$ cat config.mk
export PLATFORM = sky130hd
export DESIGN_NAME = state_sequencer
export DESIGN_NICKNAME = d
export VERILOG_FILES = /design/src/rtl/state_sequencer.sv
export SDC_FILE = /design/constraint.sdc
export NUM_CORES = 1
export LEC_CHECK = 0
export ABC_AREA = 1
export CORE_AREA = 3 3 63 65
export DETAILED_ROUTE_END_ITERATION = 7
export DIE_AREA = 0 0 66 68
export GPL_ROUTABILITY_DRIVEN = 0
export PLACE_DENSITY = 0.86
export SYNTH_ARGS = -nofsm -noshare
export SYNTH_HDL_FRONTEND = slang
export SYNTH_SLANG_ARGS = --single-unit
$ cat constraint.sdc
create_clock -name clk_in -period 2 [get_ports clk_in]
set_input_delay 0.4 -clock clk_in [delete_from_list [all_inputs] [get_ports clk_in]]
set_output_delay 0.4 -clock clk_in [all_outputs]
set_load 0.02 [all_outputs]
$ cat src/rtl/state_sequencer.sv
// Seed-loaded WIDTH-bit state generator: accumulate, LFSR, rotate-left or hold,
// free-running in RUN or single-stepped in PAUSED. Option: STATE_SEQ_ZERO_GUARD_EN.
module state_sequencer #(
    parameter int               WIDTH   = 6,
    parameter logic [WIDTH-1:0] TAPS    = 6'b110000,
    parameter int               COUNT_W = 16
) (
    input  logic               clk_in,
    input  logic               rst,
    input  logic               load,
    input  logic [WIDTH-1:0]   seed,
    input  logic [1:0]         mode,
    input  logic               play,
    input  logic               step,
    output logic [WIDTH-1:0]   next_state,
    output logic               adv,
    output logic               wrap,
    output logic               running,
    output logic [COUNT_W-1:0] adv_count
);

    localparam logic [1:0] IDLE   = 2'd0;
    localparam logic [1:0] PAUSED = 2'd1;
    localparam logic [1:0] RUN    = 2'd2;

    localparam logic [1:0] MODE_ACC  = 2'b00;
    localparam logic [1:0] MODE_LFSR = 2'b01;
    localparam logic [1:0] MODE_ROT  = 2'b10;

    logic [1:0]         fsm_q,   fsm_d;
    logic [WIDTH-1:0]   state_q, state_d;
    logic               adv_q,   adv_d;
    logic               wrap_q,  wrap_d;
    logic [COUNT_W-1:0] count_q, count_d;

    logic               advance;
    logic [WIDTH:0]     sum;
    logic [WIDTH-1:0]   lfsr_next;
    logic [WIDTH-1:0]   update;

    always_comb begin
        advance = !load && (((fsm_q == RUN) && play) || ((fsm_q == PAUSED) && step));
        sum     = {1'b0, state_q} + {1'b0, seed};

        lfsr_next = {state_q[WIDTH-2:0], ^(state_q & TAPS)};
`ifdef STATE_SEQ_ZERO_GUARD_EN
        // An all-zero LFSR would never leave zero, so substitute 1.
        if (lfsr_next == '0) begin
            lfsr_next = {{(WIDTH-1){1'b0}}, 1'b1};
        end
`endif

        case (mode)
            MODE_ACC:  update = sum[WIDTH-1:0];
            MODE_LFSR: update = lfsr_next;
            MODE_ROT:  update = {state_q[WIDTH-2:0], state_q[WIDTH-1]};
            default:   update = state_q;
        endcase
    end

    always_comb begin
        fsm_d   = fsm_q;
        state_d = state_q;
        adv_d   = 1'b0;
        wrap_d  = 1'b0;
        count_d = count_q;

        if (load) begin
            state_d = seed;
            count_d = '0;
            if (fsm_q == IDLE) begin
                fsm_d = PAUSED;
            end
        end else begin
            if (advance) begin
                state_d = update;
                adv_d   = 1'b1;
                wrap_d  = (mode == MODE_ACC) && sum[WIDTH];
                count_d = count_q + 1'b1;
            end
            // A dropped play leaves RUN without advancing on that edge.
            case (fsm_q)
                PAUSED:  if (play) fsm_d = RUN;
                RUN:     if (!play) fsm_d = PAUSED;
                default: fsm_d = fsm_q;
            endcase
        end
    end

    always_ff @(posedge clk_in) begin
        if (rst) begin
            fsm_q   <= IDLE;
            state_q <= '0;
            adv_q   <= 1'b0;
            wrap_q  <= 1'b0;
            count_q <= '0;
        end else begin
            fsm_q   <= fsm_d;
            state_q <= state_d;
            adv_q   <= adv_d;
            wrap_q  <= wrap_d;
            count_q <= count_d;
        end
    end

    assign next_state = state_q;
    assign adv        = adv_q;
    assign wrap       = wrap_q;
    assign running    = (fsm_q == RUN);
    assign adv_count  = count_q;

endmodule

==> results of run 1 <==
report_power, final:
part / internal (mW) / switching (mW) / total [mW]
Combinational: 0.126 / 0.147 / 0.273
Clock: 0.203 / 0.176 / 0.379
Sequential: 0.534 / 0.0202 / 0.555
Total: 0.864 / 0.343 / 1.21
repair_timing:
| action | in CTS | in global routing |
|---|---|---|
| gates resized for setup | 0 | 2 |
| hold endpoints to repair | 0 | 0 |
| hold buffers | 0 | 0 |
| endpoints found under the setup margin | 0 | 2 |
critical path, cell delays in order:
cell	delay, ps
clkdlybuf4s50_1	480
ha_1	180
inv_1	60
fa_1	380
buf_4	150
xor2_1	150
o221ai_1	150
o21ai_0	110
a21oi_1	150
flip-flops by register name (all words and copies together) (netlist names):
register	count
adv_count	16
next_state	6
fsm_q	2
adv	1
wrap	1
metrics by stage:
step | std cells | setup slack [ps] | utilization (%) | hold slack (ps)
3_3_place_gp | 334 | -182.1 | 64.53 | 485.4
2_1_floorplan | 243 | 255.2 | - | 504.2
3_5_place_dp | 334 | -254.0 | 64.53 | 487.9
4_1_cts | 338 | 57.05 | 66.08 | 507.5
5_1_grt | 338 | 8.755 | 66.15 | 550.0
6_report | 338 | 85.95 | 66.15 | 504.8
synth_stat cells:
| cell type | n |
|---|---|
| inv_1 | 29 |
| xor2_1 | 5 |
| nor2_1 | 20 |
| nand3_1 | 12 |
| dfxtp_1 | 26 |
| buf_2 | 4 |
| a211o_1 | 1 |
| o211ai_1 | 1 |
| ha_1 | 10 |
| nand4_1 | 5 |
| nor3_2 | 3 |
| nor3_4 | 1 |
| xnor2_1 | 6 |
| a31oi_1 | 1 |
| nor4_1 | 1 |
| clkbuf_1 | 1 |
| fa_1 | 1 |
| nand2_1 | 57 |
| clkinv_1 | 1 |
| or2_2 | 1 |
| o21ai_2 | 1 |
| o21ai_0 | 13 |
| nand2_4 | 2 |
| o221ai_1 | 2 |
| inv_2 | 2 |
| nand2_2 | 2 |
| nand3b_1 | 1 |
| nor3_1 | 3 |
| a21oi_1 | 28 |
| o22ai_1 | 1 |
| nor2_4 | 2 |
metal layers:
metal | track usage (%) | up-vias | share of wire [%]
met4 | 8.122 | 0 | 2.1
met2 | 35.29 | 65 | 48
li1 | - | 895 | -
met3 | 4.105 | 13 | 6.0
met1 | 23.60 | 787 | 43
met5 | 0 | - | 0
layout make-up:
| type | count | area [sq um] | share of cell area [%] |
|---|---|---|---|
| Multi-Input combinational cell | 180 | 1021 | 45.54 |
| Sequential cell | 26 | 520.5 | 23.21 |
| Tap cell | 46 | 57.56 | 2.567 |
| Clock buffer | 3 | 22.52 | 1.004 |
| Clock inverter | 1 | 30.03 | 1.339 |
| Timing Repair Buffer | 50 | 470.5 | 20.98 |
| Inverter | 32 | 120.1 | 5.357 |
how the worst max path moves through the flow:
stage / to / startpoint
floorplan: wrap$_SDFF_PP0_ / next_state[0]$_SDFFE_PP0P_
global placement: wrap$_SDFF_PP0_ / seed[0]
detailed placement: next_state[2]$_SDFFE_PP0P_ / seed[0]
CTS: running / fsm_q[1]$_SDFFE_PP0P_
global route: next_state[2]$_SDFFE_PP0P_ / seed[0]
finish: next_state[2]$_SDFFE_PP0P_ / seed[0]
kinds of logic after synthesis:
group / synth area share (%)
buffers and inverters: 8.537
and+or+nand+nor: 30.81
AOI/OAI and AO/OA: 15.44
xor gates and xnor gates: 5.716
DFF: 30.88
adders and majority gates: 8.612
==> impl_metrics.ini, run 1 <==
[outcome]
status = completed

[timing]
setup_tns_ps = 0
skew_ps = 6.891
slew_headroom_pct = 77.34
slew_violations = 0
tightest_slew_ps = 336.8
hold_violations = 0
finalSetupViolCount = 0
min_period_over_period_pct = 95.70
fmax_mhz = 522.5
layout_min_cycle_time_ps = 1914
rsz0062_at_grt = no

[synth]
yosysSeqAreaShare_pct = 30.88
yosysTopAreaCellShare_pct = 30.88
synth.area.top_cells = dfxtp_1 31%, nand2_1 13%, a21oi_1 8.3%, ha_1 7.4%, inv_1 6.5%
synth_area_leader_cell = dfxtp_1
synth_seq_cells = 26
yosys_warnings = 0
synthCells = 243
synthDistinctLibCells = 31
netlist_area_sq_um = 1685
syn-num-nets = 267
syn_area_per_cell_sq_um = 6.936

[power]
peakVddDrop_mv = 0.4494
p_total_mw = 1.206
power_leakage_nw = 0.9045
powerDensity_nw_per_um2 = 538.0

[drt]
ant_nets = 0
drtIter0Drc = 159
wl_um = 4086
dr_total_vias = 1760
dr.pass1.iters = 5
wl_per_cell_um = 12.09
vias_per_cell = 5.207
post-route-drc-count = 0

[finish]
fillCellCount = 284
final_cell_mix = 57 x nand2_1, 36 x clkdlybuf4s50_1, 29 x inv_1, 28 x a21oi_1, 26 x dfxtp_1
n_antenna_cell = 0
final_area_sq_um = 2242
layout_commonest_cell = nand2_1
final_nets = 317
syn_to_final_growth_pct = 33.04
final_layout_size_suffix_gt1_share_pct = 10.62

[critical_path]
reg2reg_to = next_state[2]$_SDFFE_PP0P_
start_kind = input port
r2r_start = next_state[0]$_SDFFE_PP0P_
r2r_slack_ps = 170
crit_required_ps = 2280
end_kind = register
critical_path_class = in2reg
ff2ff_path_depth = 8
arrival_ps = 2200
crit_fanout = 2

[clocking]
clock_path_buffers = 2
cts_sinks = 26
cts_setup_buffers = 0
h-tree-depth = 1
numCtsBuffers = 3
insertion_delay_ps = 340
root_buffer = clkbuf_4
cts_tree = done
path_clk_slew_ps = 160

[global_route]
grt_pass1_vias = 1660
grt_pass1_wl_um = 7044
grt_max_degree = 17
antenna_found_initial = 0
gr-total-overflow = 0
grt_usage_pct = 19.95

[floorplanning]
die_area_sq_um = 4488
start_util_pct = 49.72
core-area_sq_um = 3390
die_y_um = 68
ios = 38
rows = 21
die_w_um = 66

[min_path]
whs_path_depth = 2
min_path_type = reg2reg
hp-start = adv_count[6]$_SDFFE_PP0P_
min_to = adv_count[6]$_SDFFE_PP0P_

[placement]
hpwl_um = 3130
io_buffer_count = 37
placed_cell_area_sq_um = 2187

[flow_run]
maxCapViolCount = 0
Note: power is estimated with default switching activity, not from simulation.
==> run 2, diff against run 1 <==
--- a/config.mk
+++ b/config.mk
@@ -6,6 +6,7 @@
 export NUM_CORES = 1
 export LEC_CHECK = 0
 export ABC_AREA = 1
+export CAP_MARGIN = 25
 export CORE_AREA = 3 3 63 65
 export DETAILED_ROUTE_END_ITERATION = 7
 export DIE_AREA = 0 0 66 68
==> results of run 2 <==
Final layout, timing and power as in run 1 (identical DEF).
